## config.mk

```make
export PLATFORM = sky130hd
export DESIGN_NAME = priority_encode8
export DESIGN_NICKNAME = d
export VERILOG_FILES = /design/src/rtl/priority_encode8.sv
export SDC_FILE = /design/constraint.sdc
export NUM_CORES = 1
export LEC_CHECK = 0
export CORE_AREA = 3 3 40 42
export DETAILED_ROUTE_END_ITERATION = 10
export DIE_AREA = 0 0 43 45
export GPL_TIMING_DRIVEN = 0
export PLACE_DENSITY = 0.58
export SLEW_MARGIN = 20
export SYNTH_ARGS = -nofsm -noshare
export SYNTH_HDL_FRONTEND = slang
export SYNTH_SLANG_ARGS = --single-unit
export TNS_END_PERCENT = 1
```

## constraint.sdc

```tcl
create_clock -name clk -period 1.5 [get_ports clk]
set_clock_uncertainty 0.2 [all_clocks]
set_input_delay 0.225 -clock clk [delete_from_list [all_inputs] [get_ports clk]]
set_output_delay 0.225 -clock clk [all_outputs]
set_load 0.1 [all_outputs]
```

## src/rtl/priority_encode8.sv

```systemverilog
`default_nettype none
// ============================================================================
// Module      : priority_encode8
// Description : 8-input highest-priority encoder. Reports the index of the
//               most-significant set bit of the request vector plus a zero
//               flag, both combinationally (same-cycle) and as a registered
//               copy with load enable for pipelined consumers.
// Ports       : clk    - system clock, registers update on rising edge
//               rst    - synchronous active-high reset (priority over en)
//               en     - load enable for code_q / z_q
//               in     - request vector, bit 7 highest priority
//               code   - combinational index of highest set bit of in
//               z      - combinational zero flag (1 when in == 0)
//               code_q - registered copy of code
//               z_q    - registered copy of z
// Revision    : 1.0 - initial release
// ============================================================================
module priority_encode8 #(
    parameter int WIDTH  = 8,
    parameter int CODE_W = 3
) (
    input  logic              clk,
    input  logic              rst,
    input  logic              en,
    input  logic [WIDTH-1:0]  in,
    output logic [CODE_W-1:0] code,
    output logic              z,
    output logic [CODE_W-1:0] code_q,
    output logic              z_q
);

    logic [CODE_W-1:0] w_code;
    logic              w_z;
    logic [CODE_W-1:0] r_code_q;
    logic              r_z_q;

    // Scan from the lowest bit upward so that the last hit, i.e. the highest
    // set bit, wins. The defaults describe the all-zero request vector.
    always_comb begin
        w_code = '0;
        w_z    = 1'b1;
        for (int i = 0; i < WIDTH; i++) begin
            if (in[i]) begin
                w_code = CODE_W'(i);
                w_z    = 1'b0;
            end
        end
    end

    // Registered copy; reset wins over the load enable, and the reset values
    // match the combinational result for an empty request vector.
    always_ff @(posedge clk) begin
        if (rst) begin
            r_code_q <= '0;
            r_z_q    <= 1'b1;
        end else if (en) begin
            r_code_q <= w_code;
            r_z_q    <= w_z;
        end
    end

    assign code   = w_code;
    assign z      = w_z;
    assign code_q = r_code_q;
    assign z_q    = r_z_q;

endmodule
`default_nettype wire

```

* Yosys cells after proc, flatten, opt, wreduce, memory -nomap -nowiden
Index checks and enable logic that the tools add are counted.
Word-level totals: register bits 4, input port bits 11, output and inout bits 8
Operators by class: muxes and demuxes 15
Operators with widths (count):
- $mux W3 | 6
- $mux W1 | 9

* Longest topological paths before layout
depth in word-level cells 8, mapped depth 3, mapped depth without buffers 3

* Worst setup path before layout
No wires, ideal clock.
kind input to output, start input port in[2], end output port code[1], arrival 2.510 ns, data required time 1.075 ns, path slack -1.435 ns, stages 2, path buffers 0, path through nor2_1 o31ai_1
On the way: cells in the longest elaborated chain, start to end 6
RTL lines:
- from (decl) | RTL line 25 | input logic [WIDTH-1:0] in,
- $mux W3 (6 in series) | RTL line 43 | if (in[i]) begin
- to (decl) | RTL line 26 | output logic [CODE_W-1:0] code,
No other way between the ends.

* Worst setup path after layout
start input port in[5], end output port z
On the way: cells in the longest elaborated chain, start to end 3
RTL lines:
- $mux W1 (3 in series) | RTL line 43
- to (decl) | RTL line 27 | output logic z,
No other way between the ends.

==> out/summary.md <==
The final critical-path required period was 1840 ps; the flip-flop and latch area was 80.1 um^2. Counting the fill cells in the layout gives 140. The number of placement rows is 13, and the number of max-slew violations in the final report is 0. The highest-delay cell along the critical path was sky130_fd_sc_hd__or4_4. The run gives 146 um^2 as the area taken by multi-input logic gates.

The clock latency of the later-clocked register in the worst-skew pair was 230 ps; the cell area after layout was 453 um^2. Number of global-route vias before repair: 280. The library cell with the highest instance count after synthesis is sky130_fd_sc_hd__nor2_1. For the pin with the worst max-slew slack, the measured transition is 548 ps.

The post-synth design cell area is 228 um^2. The cell depth of the worst flop-to-flop path was 2. In the global route stage, overall resource usage came out at 7.41%. The detailed-route wire length per cell was 10.3 um. The worst register-to-register path has a setup slack of 470 ps. The async set-reset flop share out of synthesis came out at 0%. The largest fanout of any net on the critical path is 3, and the count of inserted antenna diode cells is 0. Per-cell via count in the routed design: 4.27. The critical path ends at z. Aggregate global routing overflow: 0. The H-tree depth is 1.

19 I/O pins were placed. The tools report the effective utilization at floorplan as 17.7%. The number of nets produced by synthesis was 36; the power density over cell area was 932 mW/mm^2. At the end of routability-driven placement, the weighted congestion stood at 0.635. At the end of the flow, the number of nets in the layout was 60.

The source of the critical timing path was in[5]. The share of synthesized area in the top cell type comes to 35.2%. Number of synthesis warnings: 0.

The flow ran to the end, but the final reports show violations. The number of max-cap violations came out at 0. Counting every instance in the synthesized netlist gives 25.

The flip-flop cell with the highest count after synthesis is sky130_fd_sc_hd__dfxtp_1. Ranked by instance count, the synthesized netlist is headed by sky130_fd_sc_hd__nor2_1, sky130_fd_sc_hd__dfxtp_1, sky130_fd_sc_hd__inv_1. The post-route fraction of the period consumed by the critical path works out to 123%.

Entering global routing, the biggest net connects 8 pins. Clock-pin slew was measured on the worst setup and hold paths at 30 ps. Data arrival time of the worst path: 1410 ps. The logs give 6 for the number of design-rule violations left by the first detailed-router iteration and 0 for the count of hold buffers inserted by post-cts repair. The checks that failed: negative setup slack.

Yosys mapped a number of flops with a built-in enable equal to 0. STA puts the critical path data required time at 1070 ps. The analysis attributes to cell leakage a power of 0.206 nW.

Category of the worst setup path capture point: a primary output. The area growth from synthesis to layout is 98.9%. Path class of the lowest-slack min-delay path: primary input to flop. The cell sitting at the root of the clock tree is a sky130_fd_sc_hd__clkbuf_4. The floorplan step set the die width to 43 um.

Port buffering added 17 buffers. The first global-routing pass estimated 1.07 mm of wire. Setup repair after global routing could not meet its margin everywhere. The worst flop-to-flop path endpoint was z_q$_SDFFE_PP1P_. Yosys attributes the largest share of cell area to sky130_fd_sc_hd__dfxtp_1, sky130_fd_sc_hd__nor4b_4, sky130_fd_sc_hd__nor2_1, sky130_fd_sc_hd__o311a_2, sky130_fd_sc_hd__or4_4. The logs give 63.6% for the worst max-slew margin expressed relative to the limit and 2 for the buffer levels on the longest clock path. Count of endpoints failing setup in the final report: 4.

The smallest hold slack was 102 ps; the mean instance size in the synthesized netlist was 9.11 um^2. The wire length after detailed routing was 640 um; the initial antenna violation count was 0. Synthesis inferred 4 register bits. The logs give 16 for the number of unique standard cell types used by synthesis and 0 for the residual DRC count. Startpoint type of the worst setup path: a primary input. The final hold violation count was 0; the total clock buffers created by CTS was 3. Once detail routing completed, the nets flagged for antenna violations numbered 0. IR analysis of the VDD net gives a maximum drop of 0.278 mV. The die covers 0.00194 mm^2. Counting every sink on the clock net gives 4. The first detailed-routing pass ran for 2 iterations. The worst stage delay on the critical path works out to 560 ps. The placeable core region was 0.00128 mm^2. The routed layout has 265 vias.

For the setup slack after layout, the log shows -338 ps. Walking the worst path, the cells encountered are buf_8 > or4_4 > nor4b_4 > buf_6. The post-route netlist has 51.1% of its cells at a drive strength greater than 1. The cell area reported after detailed placement was 422 um^2; the portion of the post-synthesis area used by sequential elements was 35.2%. By startpoint and endpoint, the worst setup path is classified as primary input to primary output.

The cell type contributing the most total cell area after synthesis was sky130_fd_sc_hd__dfxtp_1. TritonCTS built the clock tree. The HPWL after detailed placement was 495 um.

The worst register-to-register path begins at z_q$_SDFFE_PP1P_. In this run the vertical extent of the chip is 45 um. For this run, the top clock speed supported by timing is 0.544 GHz.
==> where the power goes <==
group          internal, mW  switching, mW
sequential            0.115        0.00345
clock                0.0891         0.0385
combinational        0.0526          0.123
==> worst min-delay path by stage <==
stage,slack (ps),from,cells after the start,to
after floorplan,100,rst,1,code_q[0]$_SDFFE_PP0P_
after global placement,270,code_q[1]$_SDFFE_PP0P_,2,code_q[1]$_SDFFE_PP0P_
after detailed placement,270,code_q[1]$_SDFFE_PP0P_,2,code_q[1]$_SDFFE_PP0P_
after CTS,90,in[7],3,code_q[0]$_SDFFE_PP0P_
after global routing,130,in[7],3,code_q[0]$_SDFFE_PP0P_
final,100,in[7],3,code_q[0]$_SDFFE_PP0P_
==> metrics by stage <==
stage                     TNS [ps]  util, %  setup slack (ps)  std cells  total power, mW
after floorplan              -2940        -             -1090         25            0.237
after global placement       -7810     32.8             -1680         57            0.295
after detailed placement     -7940     32.8             -1700         57            0.296
after CTS                    -1160     35.1              -385         62            0.432
after global routing         -1380     35.2              -395         62            0.446
final                        -1130     35.2              -338         62            0.422
==> registers in the layout, indices dropped and copies added, names as in the netlist <==
register  flops
code_q        3
z_q           1
==> layout by cell type (no fill, tap or decap) <==
| cell | instances |
|---|---|
| sky130_fd_sc_hd__buf_2 | 6 |
| sky130_fd_sc_hd__nor2_1 | 5 |
| sky130_fd_sc_hd__dfxtp_1 | 4 |
| sky130_fd_sc_hd__clkdlybuf4s50_1 | 4 |
| sky130_fd_sc_hd__clkbuf_4 | 3 |
| sky130_fd_sc_hd__buf_6 | 3 |
| sky130_fd_sc_hd__inv_1 | 2 |
| sky130_fd_sc_hd__buf_4 | 2 |
| sky130_fd_sc_hd__nand2b_1 | 1 |
| sky130_fd_sc_hd__a221o_1 | 1 |
| sky130_fd_sc_hd__nand2_2 | 1 |
| sky130_fd_sc_hd__or4_4 | 1 |
| sky130_fd_sc_hd__nor2_2 | 1 |
| sky130_fd_sc_hd__o31ai_2 | 1 |
| sky130_fd_sc_hd__nor4b_4 | 1 |
| sky130_fd_sc_hd__clkbuf_1 | 1 |
| sky130_fd_sc_hd__nor2b_1 | 1 |
| sky130_fd_sc_hd__a211o_2 | 1 |
| sky130_fd_sc_hd__o311a_2 | 1 |
| sky130_fd_sc_hd__nor3_1 | 1 |
| sky130_fd_sc_hd__mux2i_1 | 1 |
| sky130_fd_sc_hd__a311oi_1 | 1 |
| sky130_fd_sc_hd__dlygate4sd2_1 | 1 |
| sky130_fd_sc_hd__buf_8 | 1 |
| sky130_fd_sc_hd__buf_12 | 1 |
| sky130_fd_sc_hd__clkdlybuf4s15_2 | 1 |
==> cell type report <==
type / count / share of cell area [%]
Timing Repair Buffer: 19 / 38.4
Multi-Input combinational cell: 18 / 32.3
Sequential cell: 4 / 17.7
Clock buffer: 3 / 4.97
Tap cell: 15 / 4.14
Inverter: 2 / 1.66
Buffer: 1 / 0.829
==> routing by layer <==
metal / GRT usage (%) / part of all wire [%]
met5: 0 / 0
met4: 5.42 / 0
met3: 2.79 / 12
met2: 12.3 / 45
met1: 7.71 / 43
==> kinds of logic after synthesis <==
logic type | share of synthesized area [%]
and+or+nand+nor | 34.6
AOI/OAI and AO/OA | 20.9
muxes | 4.40
DFF | 35.2
buffers and inverters | 4.94
==> worst max-delay path, delay by kind of cell <==
kind          cells  cell delay [ps]
buf+inv           2              370
simple gates      2              830
==> repair_timing <==
item	CTS	global route
buffers inserted	2	0
setup endpoints to repair	10	6
pin swaps	2	1
resized for setup	68	1
Note: power is estimated with default switching activity, not from simulation.
